--- config.mk ---
export PLATFORM = sky130hd
export DESIGN_NAME = seg7_scan_driver
export DESIGN_NICKNAME = d
export VERILOG_FILES = /design/src/rtl/seg7_scan_driver.sv
export SDC_FILE = /design/constraint.sdc
export NUM_CORES = 1
export LEC_CHECK = 0
export CAP_MARGIN = 20
export CORE_MARGIN = 3
export CORE_UTILIZATION = 40
export DETAILED_ROUTE_END_ITERATION = 8
export GPL_ROUTABILITY_DRIVEN = 0
export PLACE_DENSITY = 0.7
export SLEW_MARGIN = 0
export SYNTH_ARGS = -nofsm -noshare
export SYNTH_HDL_FRONTEND = slang
export SYNTH_SLANG_ARGS = --single-unit
export TNS_END_PERCENT = 30
--- constraint.sdc ---
create_clock -name clk -period 4 [get_ports clk]
set_input_delay 0.8 -clock clk [delete_from_list [all_inputs] [get_ports clk]]
set_output_delay 0.8 -clock clk [all_outputs]
set_load 0.02 [all_outputs]
--- src/rtl/seg7_scan_driver.sv ---
// Purpose: multiplexed hex seven-segment scan driver with shadow value/dp registers and leading-zero blanking.
// Latency: outputs registered, 1 cycle from index/shadow/blank_lz/enable; load visible after 2 edges.
// Backpressure: none; enable=0 freezes the scan position and drives every output to the unlit level.
module seg7_scan_driver #(
    parameter int DIGITS     = 4,
    parameter int SCAN_DIV   = 50000,
    parameter int ACTIVE_LOW = 1
) (
    input  logic                  clk,
    input  logic                  rst,
    input  logic [4*DIGITS-1:0]   value,
    input  logic [DIGITS-1:0]     dp_in,
    input  logic                  load,
    input  logic                  blank_lz,
    input  logic                  enable,
    output logic [6:0]            seg_out,
    output logic                  dp_out,
    output logic [DIGITS-1:0]     an_out,
    output logic                  frame_tick
);

    localparam int PW = $clog2(SCAN_DIV);
    localparam int IW = (DIGITS > 1) ? $clog2(DIGITS) : 1;
    localparam logic [PW-1:0] PRESC_LAST = PW'(SCAN_DIV - 1);
    localparam logic [IW-1:0] IDX_LAST   = IW'(DIGITS - 1);

    // Polarity mask: XOR an active-high "lit" vector with this to get pin levels.
    localparam logic                INV        = (ACTIVE_LOW != 0);
    localparam logic [6:0]          SEG_UNLIT  = {7{INV}};
    localparam logic [DIGITS-1:0]   AN_UNLIT   = {DIGITS{INV}};

    logic [4*DIGITS-1:0] value_q;
    logic [DIGITS-1:0]   dp_q;
    logic [PW-1:0]       presc;
    logic [IW-1:0]       idx;
    logic                tick;

    logic [6:0]          seg_on;
    logic                dp_on;
    logic [DIGITS-1:0]   an_on;
    logic [3:0]          nib;
    logic                sel_blank;
    logic                sel_dp;
    logic [DIGITS-1:0]   an_sel;
    logic [DIGITS-1:0]   lz;
    logic                zero_run;

    // Hex glyphs, returned active-high (1 = segment lit), bit order {g,f,e,d,c,b,a}.
    function automatic logic [6:0] seg_map(input logic [3:0] n);
        logic [6:0] low;
        case (n)
            4'h0: low = 7'h40;
            4'h1: low = 7'h79;
            4'h2: low = 7'h24;
            4'h3: low = 7'h30;
            4'h4: low = 7'h19;
            4'h5: low = 7'h12;
            4'h6: low = 7'h02;
            4'h7: low = 7'h78;
            4'h8: low = 7'h00;
            4'h9: low = 7'h18;
            4'hA: low = 7'h08;
            4'hB: low = 7'h03;
            4'hC: low = 7'h46;
            4'hD: low = 7'h21;
            4'hE: low = 7'h06;
            default: low = 7'h0E;
        endcase
        return ~low;
    endfunction

    // The last prescaler count of a dwell is the scan tick; it only exists while enabled.
    assign tick = enable && (presc == PRESC_LAST);

    // Shadow capture is independent of enable so software can update a frozen display.
    always_ff @(posedge clk or posedge rst) begin
        if (rst) begin
            value_q <= '0;
            dp_q    <= '0;
        end else if (load) begin
            value_q <= value;
            dp_q    <= dp_in;
        end
    end

    // Prescaler and digit index advance only while enabled, so re-enabling resumes mid-dwell.
    always_ff @(posedge clk or posedge rst) begin
        if (rst) begin
            presc      <= '0;
            idx        <= '0;
            frame_tick <= 1'b0;
        end else begin
            frame_tick <= tick && (idx == IDX_LAST);
            if (enable) begin
                presc <= tick ? '0 : presc + PW'(1);
            end
            if (tick) begin
                idx <= (idx == IDX_LAST) ? '0 : idx + IW'(1);
            end
        end
    end

    // Select the current digit and decide blanking: lz[k] is set when nibble k and all above are zero.
    always_comb begin
        zero_run  = 1'b1;
        lz        = '0;
        nib       = 4'h0;
        sel_blank = 1'b0;
        sel_dp    = 1'b0;
        an_sel    = '0;
        for (int k = DIGITS - 1; k >= 0; k--) begin
            zero_run = zero_run && (value_q[4*k +: 4] == 4'h0);
            lz[k]    = zero_run;
        end
        for (int k = 0; k < DIGITS; k++) begin
            if (idx == IW'(k)) begin
                nib       = value_q[4*k +: 4];
                sel_blank = blank_lz && (k != 0) && lz[k];
                sel_dp    = dp_q[k];
                an_sel[k] = 1'b1;
            end
        end
        seg_on = (enable && !sel_blank) ? seg_map(nib) : 7'h00;
        dp_on  = enable && sel_dp;
        an_on  = enable ? an_sel : '0;
    end

    // Register the pin levels; reset forces them unlit without waiting for a clock.
    always_ff @(posedge clk or posedge rst) begin
        if (rst) begin
            seg_out <= SEG_UNLIT;
            dp_out  <= INV;
            an_out  <= AN_UNLIT;
        end else begin
            seg_out <= seg_on ^ SEG_UNLIT;
            dp_out  <= dp_on ^ INV;
            an_out  <= an_on ^ AN_UNLIT;
        end
    end

endmodule

==> results.json <==
{
  "cts.sinks": 51,
  "cts_buffer_depth": 2,
  "vias": 1751,
  "hold_ws_ns": 0.497,
  "placementRows": 28,
  "synth_seq_area_share_pct": 51.1,
  "postCtsSetupRepairBufs": 0,
  "firstDrtPassIters": 4,
  "portBuffers": 37,
  "core_region_area_um2": 6030,
  "reg2regPathDepth": 7,
  "grt_usage_pct": 13.7,
  "cts_tree": "yes",
  "rsz0062_at_grt": "false",
  "cp_max_fo": 12,
  "drv_slew": 0,
  "ys_ff_latch": 51,
  "synth_cells": 231,
  "drtIter0Drc": 98,
  "area_delta_synth_final_pct": 20.3,
  "leakage_nw": 1.26,
  "via_per_inst": 5.09,
  "path_class": "in2reg",
  "setup_viol": 0,
  "finalSetupTns_ns": 0,
  "syn-num-nets": 267,
  "ios": 38,
  "start_kind": "input pin",
  "max_freq_mhz": 373,
  "fp.dieH_um": 85.5,
  "postCtsHoldBufs": 0,
  "synth_area_um2": 2530,
  "peakVddDrop_uv": 206,
  "dieArea_um2": 7310,
  "dpl_cell_area_um2": 2930,
  "avgSynthCellArea_um2": 10.9,
  "finalCritPeriodShare_pct": 67.1,
  "hpwl_um": 3290,
  "cts_resized": 0,
  "hold_class": "reg2reg",
  "path_clk_slew_ns": 0.08,
  "final_cell_area_um2": 3040,
  "min_delay_path_depth": 1,
  "final_common_cell": "dfrtp_1",
  "synth.distinct_cells": 45,
  "cts_max_level": 2,
  "power.total_w": 0.00119,
  "grt_pass1_wl_um": 8080,
  "slew_headroom_pct": 38.7,
  "antenna_found_initial": 0,
  "layout-drive-gt1-share_pct": 17.5,
  "grt_max_degree": 52,
  "hold_viol_final": 0,
  "grt_pass1_vias": 1740,
  "end_kind": "register",
  "crit_required_ns": 4.19,
  "max-cap-violations": 0,
  "wl_per_cell_um": 13.5,
  "layout.nets": 304,
  "start_util_pct": 42.0,
  "drc": 0,
  "grt_overflow": 0,
  "cts_buffers": 5,
  "clkLatencyLatePin_ns": 0.30,
  "max_slew.worst_pin.slew_ns": 0.917,
  "fin_skew_ns": 0.00446,
  "root_buffer": "clkbuf_8",
  "drtAntennaViolNets": 0,
  "diodes": 0,
  "arrival_ns": 2.87,
  "nFillCells": 545,
  "ys.warnings.count": 0,
  "fp.dieW_um": 85.5,
  "powerDensity_nw_per_um2": 391,
  "period_minus_slack_ns": 2.68,
  "layout_common_cells": "39 x dfrtp_1, 37 x clkdlybuf4s50_1, 25 x nand2_1",
  "status": "finished, final reports clean",
  "drt-total-wl_um": 4660
}
cell usage after synthesis, drive strengths merged:
cell,count,area share (%)
or2,2,0.50
and2,1,0.25
a31o,1,0.35
dfrtp,39,39
nand2b,1,0.25
nand3,8,1.6
and4,1,0.40
and3,2,0.49
or4,1,0.45
nand4b,1,0.35
xor2,4,1.4
mux2,18,8.2
o21a,1,0.30
o31ai,1,0.30
nor3,4,1.2
o211ai,1,0.30
a211oi,4,1.6
nor2,16,2.5
xnor2,10,3.5
a22o,2,0.69
nor4,3,0.74
nand2,25,3.7
nand3b,3,0.89
or3,1,0.30
o21ai,11,2.2
ha,11,5.4
a211o,1,0.35
o221ai,4,1.4
dfstp,12,12
nor2b,3,0.74
mux2i,2,0.79
buf,5,1.9
inv,13,1.9
nand4,3,0.74
nor3b,2,0.59
o22ai,2,0.49
clkbuf,3,0.45
a21oi,9,1.8
state kept, by name (all words and copies together), names as in the netlist:
register	cells
dp_out	1
idx	2
seg_out	7
an_out	4
value_q	16
frame_tick	1
presc	16
dp_q	4
worst paths after layout:
check	startpoint	to	slack [ns]
max	enable	presc[0]	1.32
min	presc[5]	presc[5]	0.50
max reg2reg	idx[1]	seg_out[0]	1.59
min reg2reg	presc[5]	presc[5]	0.50
max in group asynchronous	rst	an_out[3]	2.62
min in group asynchronous	rst	value_q[14]	0.81
stage by stage:
| stage | worst slack [ns] | std cells | utilization (%) |
|---|---|---|---|
| 4_1_cts | 1.30 | 343 | 50.2 |
| 6_report | 1.32 | 344 | 50.5 |
| 3_3_place_gp | 1.04 | 335 | 48.7 |
| 3_5_place_dp | 0.968 | 335 | 48.7 |
| 5_1_grt | 1.18 | 344 | 50.5 |
| 2_1_floorplan | 1.98 | 231 | - |
logic make-up (layout without fill, tap and decap cells):
family	after synthesis	in the layout	synth area share [%]
fa+ha+maj	11	11	5.44
simple gates	77	77	15.7
xor+xnor	14	14	4.85
compound gates	37	37	9.70
flops	51	51	51.1
buf+inv	21	59	4.30
mux	20	20	8.96
final cells by class:
| cell class | instances | area, µm² | share of cell area [%] |
|---|---|---|---|
| flip-flops and latches | 51 | 1290 | 42.4 |
| clock buffers | 7 | 86.3 | 2.84 |
| clock inverters | 1 | 3.75 | 0.123 |
| multi-input cells | 159 | 1130 | 37.1 |
| inverters | 13 | 48.8 | 1.60 |
| well taps | 75 | 93.8 | 3.08 |
| repair buffers | 38 | 390 | 12.8 |
power by group:
group	internal (W)	switching (W)	total, W	leakage (nW)
sequential	0.000589	0.0000575	0.000647	0.605
clock	0.000139	0.000163	0.000302	0.0459
combinational	0.000127	0.000113	0.000240	0.614
total	0.000855	0.000333	0.00119	1.26
layer usage:
layer	up-vias	wire, µm	track usage, %
met2	43	2120	21.7
met3	2	193	2.59
li1	872	-	-
met4	0	30	4.32
met5	-	0	0
met1	834	2310	19.0
worst max-delay path, stage by stage:
cell and delay (ns):
clkdlybuf4s50_1 0.71, nand3_1 0.24, or2_2 0.38, nor3_4 0.43, nor2_2 0.04, mux2_4 0.26
Power figures use the tool's default switching activity.
